`src/rtl/mwadd_pkg.sv`:
```
// Shared types for the sequential multi-word adder: word width and control states.
package mwadd_pkg;

  localparam int WORD_W = 32;

  typedef enum logic [1:0] {
    IDLE = 2'd0,
    RUN  = 2'd1,
    DONE = 2'd2
  } state_e;

endpackage

```
`src/rtl/adder_32bit.sv`:
```
// 32-bit carry-lookahead adder, no carry-in: 4-bit groups with lookahead between groups.
// Purely combinational; S is the 32-bit sum, C32 the carry out of bit 31.
module adder_32bit (
  input  logic [31:0] a,
  input  logic [31:0] b,
  output logic [31:0] s,
  output logic        c32
);

  logic [31:0] g;
  logic [31:0] p;
  logic [32:0] c;
  logic [7:0]  gg;
  logic [7:0]  gp;

  assign g = a & b;
  assign p = a ^ b;

  always_comb begin
    gg = '0;
    gp = '0;
    c  = '0;
    for (int k = 0; k < 8; k++) begin
      gp[k] = &p[4*k +: 4];
      gg[k] = g[4*k+3]
            | (p[4*k+3] & g[4*k+2])
            | (p[4*k+3] & p[4*k+2] & g[4*k+1])
            | (p[4*k+3] & p[4*k+2] & p[4*k+1] & g[4*k]);
    end
    // group carries first, then the in-group carries derived from each group's carry-in
    for (int k = 0; k < 8; k++) begin
      c[4*k+4] = gg[k] | (gp[k] & c[4*k]);
    end
    for (int k = 0; k < 8; k++) begin
      for (int i = 0; i < 3; i++) begin
        c[4*k+i+1] = g[4*k+i] | (p[4*k+i] & c[4*k+i]);
      end
    end
  end

  assign s   = p ^ c[31:0];
  assign c32 = c[32];

endmodule

```
`src/rtl/multiword_add_seq.sv`:
```
// Sequential WORDS x 32-bit adder around one adder_32bit, LSW first, one word per clock; MWADD_SUB_EN adds A-B.
// Latency: result valid WORDS cycles after acceptance; one operation per WORDS+2 cycles.
// Backpressure: result held in DONE until out_ready; in_ready only in IDLE.
module multiword_add_seq
  import mwadd_pkg::*;
#(
  parameter int WORDS = 4
) (
  input  logic                    clk,
  input  logic                    rst,
  input  logic                    in_valid,
  output logic                    in_ready,
  input  logic [WORD_W*WORDS-1:0] in_a,
  input  logic [WORD_W*WORDS-1:0] in_b,
`ifdef MWADD_SUB_EN
  input  logic                    in_sub,
`endif
  output logic                    out_valid,
  input  logic                    out_ready,
  output logic [WORD_W*WORDS-1:0] out_sum,
  output logic                    out_carry
);

  localparam int IDX_W = $clog2(WORDS);
  localparam logic [IDX_W-1:0] LAST_IDX = IDX_W'(WORDS - 1);

  state_e            state;
  state_e            state_nxt;
  logic [IDX_W-1:0]  idx;
  logic              c;
  logic              carry_q;
  logic [WORD_W-1:0] a_q   [WORDS];
  logic [WORD_W-1:0] b_q   [WORDS];
  logic [WORD_W-1:0] sum_q [WORDS];
  logic [WORD_W-1:0] s_w;
  logic              c32_w;
  logic [WORD_W-1:0] word_res;
  logic              c_nxt;
  logic              accept;
  logic              sub_req;

`ifdef MWADD_SUB_EN
  assign sub_req = in_sub;
`else
  assign sub_req = 1'b0;
`endif

  always_ff @(posedge clk or posedge rst) begin
    if (rst) begin
      state <= IDLE;
    end else begin
      state <= state_nxt;
    end
  end

  always_comb begin
    state_nxt = state;
    in_ready  = 1'b0;
    out_valid = 1'b0;
    case (state)
      IDLE: begin
        in_ready = 1'b1;
        if (in_valid) state_nxt = RUN;
      end
      RUN: begin
        if (idx == LAST_IDX) state_nxt = DONE;
      end
      DONE: begin
        out_valid = 1'b1;
        if (out_ready) state_nxt = IDLE;
      end
      default: state_nxt = IDLE;
    endcase
  end

  assign accept = in_valid & in_ready;

  adder_32bit u_adder (
    .a   (a_q[idx]),
    .b   (b_q[idx]),
    .s   (s_w),
    .c32 (c32_w)
  );

  // C32 and an all-ones S never coincide, so the incoming carry only ripples through all-ones
  assign word_res = s_w + {{(WORD_W-1){1'b0}}, c};
  assign c_nxt    = c32_w | (c & (&s_w));

  always_ff @(posedge clk or posedge rst) begin
    if (rst) begin
      idx     <= '0;
      c       <= 1'b0;
      carry_q <= 1'b0;
      for (int w = 0; w < WORDS; w++) begin
        a_q[w]   <= '0;
        b_q[w]   <= '0;
        sum_q[w] <= '0;
      end
    end else if (accept) begin
      idx <= '0;
      c   <= sub_req;
      for (int w = 0; w < WORDS; w++) begin
        a_q[w] <= in_a[w*WORD_W +: WORD_W];
        b_q[w] <= in_b[w*WORD_W +: WORD_W] ^ {WORD_W{sub_req}};
      end
    end else if (state == RUN) begin
      sum_q[idx] <= word_res;
      c          <= c_nxt;
      if (idx == LAST_IDX) begin
        carry_q <= c_nxt;
        idx     <= '0;
      end else begin
        idx <= idx + IDX_W'(1);
      end
    end
  end

  always_comb begin
    out_sum = '0;
    for (int w = 0; w < WORDS; w++) begin
      out_sum[w*WORD_W +: WORD_W] = sum_q[w];
    end
  end

  assign out_carry = carry_q;

endmodule

```
`config.mk`:
```
export PLATFORM = sky130hd
export DESIGN_NAME = multiword_add_seq
export DESIGN_NICKNAME = d
export VERILOG_FILES = /design/src/rtl/mwadd_pkg.sv /design/src/rtl/adder_32bit.sv /design/src/rtl/multiword_add_seq.sv
export SDC_FILE = /design/constraint.sdc
export NUM_CORES = 1
export LEC_CHECK = 0
export CAP_MARGIN = 5
export CORE_MARGIN = 8
export CORE_UTILIZATION = 55
export CTS_CLUSTER_SIZE = 14
export DETAILED_ROUTE_END_ITERATION = 10
export GPL_ROUTABILITY_DRIVEN = 1
export GPL_TIMING_DRIVEN = 1
export PLACE_DENSITY_LB_ADDON = 0.05
export SLEW_MARGIN = 20
export SYNTH_ARGS = -nofsm -noshare
export SYNTH_HDL_FRONTEND = slang
export SYNTH_HIERARCHICAL = 1
export SYNTH_SLANG_ARGS = --single-unit
```
`constraint.sdc`:
```
create_clock -name clk -period 38.9 [get_ports clk]
set_input_delay 9.725 -clock clk [delete_from_list [all_inputs] [get_ports clk]]
set_output_delay 9.725 -clock clk [all_outputs]
set_load 0.05 [all_outputs]
```
# Word-level counts from Yosys, hierarchy flattened
# Cells that the tools add are included.
# totals
regBits,390
latch_bits,0
mem_bits_rw,0
rom_bits,0
wordCells,192
memories,0
# classes
add_sub_neg,2
n_mul,0
n_div,0
order_cmp,2
eq_ne,6
n_shift,0
muxes,20
bitwise,132
n_reduce_logical,14
# ops
op,count
$mux W32,5
$bmux W32 S2,2
$bwmux W128,1
$and A1 B1 Y1,72
$demux W32 S2,1
$xor A32 B32 Y32,2
$or A1 B1 Y1,55
$add A32 B1 Y32,1
$and A32 B32 Y32,1
$reduce_and A32 Y1,1
$reduce_and A4 Y1,7
$mux W2,6
$pmux W2 S3,1
$reduce_and A3 Y1,2
$eq A2 B2 Y1 const B,2
$mux W1,4
$ne A2 B2 Y1 const B,2
$ge A3 B3 Y1 const B,1
$lt A3 B1 Y1 const B,1
$not A2 Y3,1
$add A2 B1 Y2 const B,1
$eq A2 B1 Y1 const B,1
$logic_not A2 Y1,1
$ne A2 B1 Y1 const B,1
4 further kinds,4

# Longest topological paths before layout
# depth
word_depth,33
ltp_mapped,21
mapped_depth_nobuf,17

# Hierarchy
# The synthesis kept the hierarchy.
# by_module_without_submodules
module,instances,cells_per_inst,area_per_inst_um2,seq_area_each_um2
multiword_add_seq,1,1783,16988.8,9759.4
adder_32bit,1,127,1303.8,0.0

# Worst setup path before layout
# OpenSTA, ideal clock, no wires.
# synth_timing
path_type,register -> output
from,register state[0]
to,output port in_ready
arrival_time_ns,1.189
setup_slack_ns,27.986
path_stages_with_launch,3
path_buffers,1
cell_sequence,dfrtp_1 clkbuf_1 nor2_1
# synth_via
elab_chain_len,2
# synth_rtl
element,line,rtl
from (decl),multiword_add_seq.sv:27,state_e state;
from (signal assigned),multiword_add_seq.sv:52,state <= state_nxt;
$logic_not A2 Y1,multiword_add_seq.sv:60,case (state)
$mux W1,multiword_add_seq.sv:60,
to (decl),multiword_add_seq.sv:12,"output logic in_ready,"
# Every way passes these cells.

# Final worst setup path
# Same ends and word-level chain as after synthesis.

==> results.yml <==
die:
  die_area_mm2: 0.0394
  core_region_area_mm2: 0.0326
  start_util_pct: 56.1
  row_count: 66
  num_io_pins: 391
  die_w_um: 198
  die_y_um: 198
global_route:
  grt_pass1_vias: 15200
  grt_max_degree: 118
  grt_pass1_wl_mm: 81.2
  antenna_found_initial: 6
  overflow: 0
  track_usage_pct: 26.0
min_path:
  holdPathStages: 2
  hp-class: "flop to flop"
  hold_start: "b_q[31]"
  min_to: "b_q[31]"
final_layout:
  area_delta_synth_final_pct: 30.0
  multi_input_area_mm2: 0.00798
  layout.nets: 2568
  drive_gt1_share_pct: 7.69
  final-seq-area_mm2: 0.00977
  fillers: 2440
timing:
  relSlewSlack_pct: 36.0
  fmax_mhz: 82.5
  period_minus_slack_ns: 12.12
  setup_viol: 0
  rsz0062_at_grt: "false"
  timing.final.hold_violations: 0
  finalCritPeriodShare_pct: 31.1
  drv_slew: 0
  setup_tns_ns: 0
  tightest_slew_ns: 0.952
  clock-skew-final_ns: 0.0143
clock_tree:
  ctsLongestPathBuffers: 3
  numCtsBuffers: 41
  cts_tree: "built"
  cts_setup_buffers: 0
  ctsHoldBuffers: 0
  insertion_delay_ns: 0.53
  cts_sinks: 390
  path_clk_slew_ns: 0.06
  htreeDepth: 2
  root_buffer: "clkbuf_16"
  cts-resized-gates: 0
routing:
  first_pass_iters: 7
  antenna_left: 0
  wl_per_cell_um: 19.0
  vias: 14900
  vias_per_cell: 5.47
  finalWirelength_mm: 51.8
  remaining_drc_errors: 0
  dr.first_iter.drc_count: 1315
logic_synthesis:
  ys_top_cells_by_count: "nand2_1 (877), dfrtp_1 (390), nor2_1 (74)"
  yosysTopAreaCell: "dfrtp_1"
  synth_seq_cells: 390
  postSynthCellCount: 1910
  synth_top_area_share_pct: 53.4
  yosysSeqAreaShare_pct: 53.4
  synth_ff_type: "dfrtp_1"
  avgSynthCellArea_um2: 9.58
  syn_area_mm2: 0.0183
  yosys_warnings: 6
  yosysUniqueCellTypes: 49
  syn_nets: 2231
  synth_edf_count: 0
  yosysMostFrequentCell: "nand2_1"
  async_flop_share_pct: 100
  synthTopCellsByArea: "dfrtp_1 (53%), nand2_1 (18%), mux4_2 (7.9%), ha_1 (2.6%), fa_1 (2.5%)"
setup_path:
  path_class: "flop to primary output"
  r2r_setup_slack_ns: 31.60
  slowest_delay_ns: 0.95
  cp.arrival_ns: 2.39
  cp_slowest_cell: "clkdlybuf4s50_1"
  r2r-start: "idx[0]"
  crit_required_ns: 29.17
  critPathBufInv: 1
  worstSetupStartpointType: "flop"
  worst-path-max-fanout: 7
  worst_r2r_endpoint: "out_sum[93]"
  path_delay_family: "buffers and inverters"
  cp-end-kind: "primary output"
  crit_chain: "nor2_1 > clkdlybuf4s50_1"
  reg2reg_depth: 16
placed_design:
  globalplace.congestion: 0.941
  dp_hpwl_mm: 37.5
  io_buffers: 390
run:
  drv_cap: 0
outcome:
  status: "completed"
[flip-flops by register name (all words and copies together), names as in the netlist]
register	count
a_q	128
b_q	128
out_sum	128
idx	2
state	2
c	1
out_carry	1
[worst min-delay path, cell delays in order (launching register included)]
cell and delay (ns):
dfrtp_1 0.33, nand2_1 0.05, nand2_1 0.05
[stage by stage]
step	instances	setup slack (ns)	hold slack, ns	util (%)	instance area [µm²]
after floorplan	1910	18.33	0.440	-	18300
after global placement	2646	26.30	0.453	68.8	22400
after detailed placement	2646	26.29	0.458	68.8	22400
after CTS	2718	26.80	0.472	72.8	23800
after global routing	2720	26.52	0.485	72.9	23800
final	2720	26.78	0.469	72.9	23800
[metal layers]
metal / global-route usage (%) / share of wire (%) / vias to the layer above
met4: 6.80 / 2.1 / 8
met1: 34.6 / 42 / 7251
met3: 5.26 / 7.8 / 73
li1: - / - / 6992
met2: 43.2 / 48 / 554
met5: 0 / 0.11 / -
[layout make-up]
cell class | instances | area share, %
Timing Repair Buffer | 408 | 17.0
Antenna cell | 2 | 0.0211
Multi-Input combinational cell | 1381 | 33.6
Tap cell | 442 | 2.33
Clock inverter | 9 | 0.342
Inverter | 25 | 0.426
Clock buffer | 63 | 5.22
Sequential cell | 390 | 41.1
[layout by cell type, fill, tap and decap left out, types with 22 or more instances in the layout]
cell type,n
mux4_2,64
o21ai_0,67
a31oi_1,54
nand3_1,38
inv_1,24
fa_1,23
clkbuf_16,43
ha_1,38
dfrtp_1,388
clkdlybuf4s50_1,390
nand2_1,876
nand4_1,22
nor2_1,70
[how the worst max path moves through the flow]
stage | depth (start not counted) | end | start
finish | 2 | in_ready | state[0]
global route | 4 | b_q[110] | rst
CTS | 2 | in_ready | state[0]
detailed placement | 4 | b_q[114] | rst
global placement | 4 | b_q[19] | rst
floorplan | 1 | a_q[0] | rst
[kinds of logic (layout without fill, tap and decap cells)]
group | after synthesis | count (layout) | share of synthesized area, %
adders and majority gates | 61 | 61 | 5.12
buffers and inverters | 139 | 505 | 3.15
other | 0 | 2 | 0
muxes | 64 | 64 | 7.88
DFF | 390 | 390 | 53.4
xor gates and xnor gates | 21 | 21 | 1.01
AOI/OAI and AO/OA | 169 | 169 | 5.78
and+or+nand+nor | 1066 | 1066 | 23.7
Power is left out: the tool's default activity adds up to more than one toggle a clock period on the data nets, which glitch-free logic cannot reach.
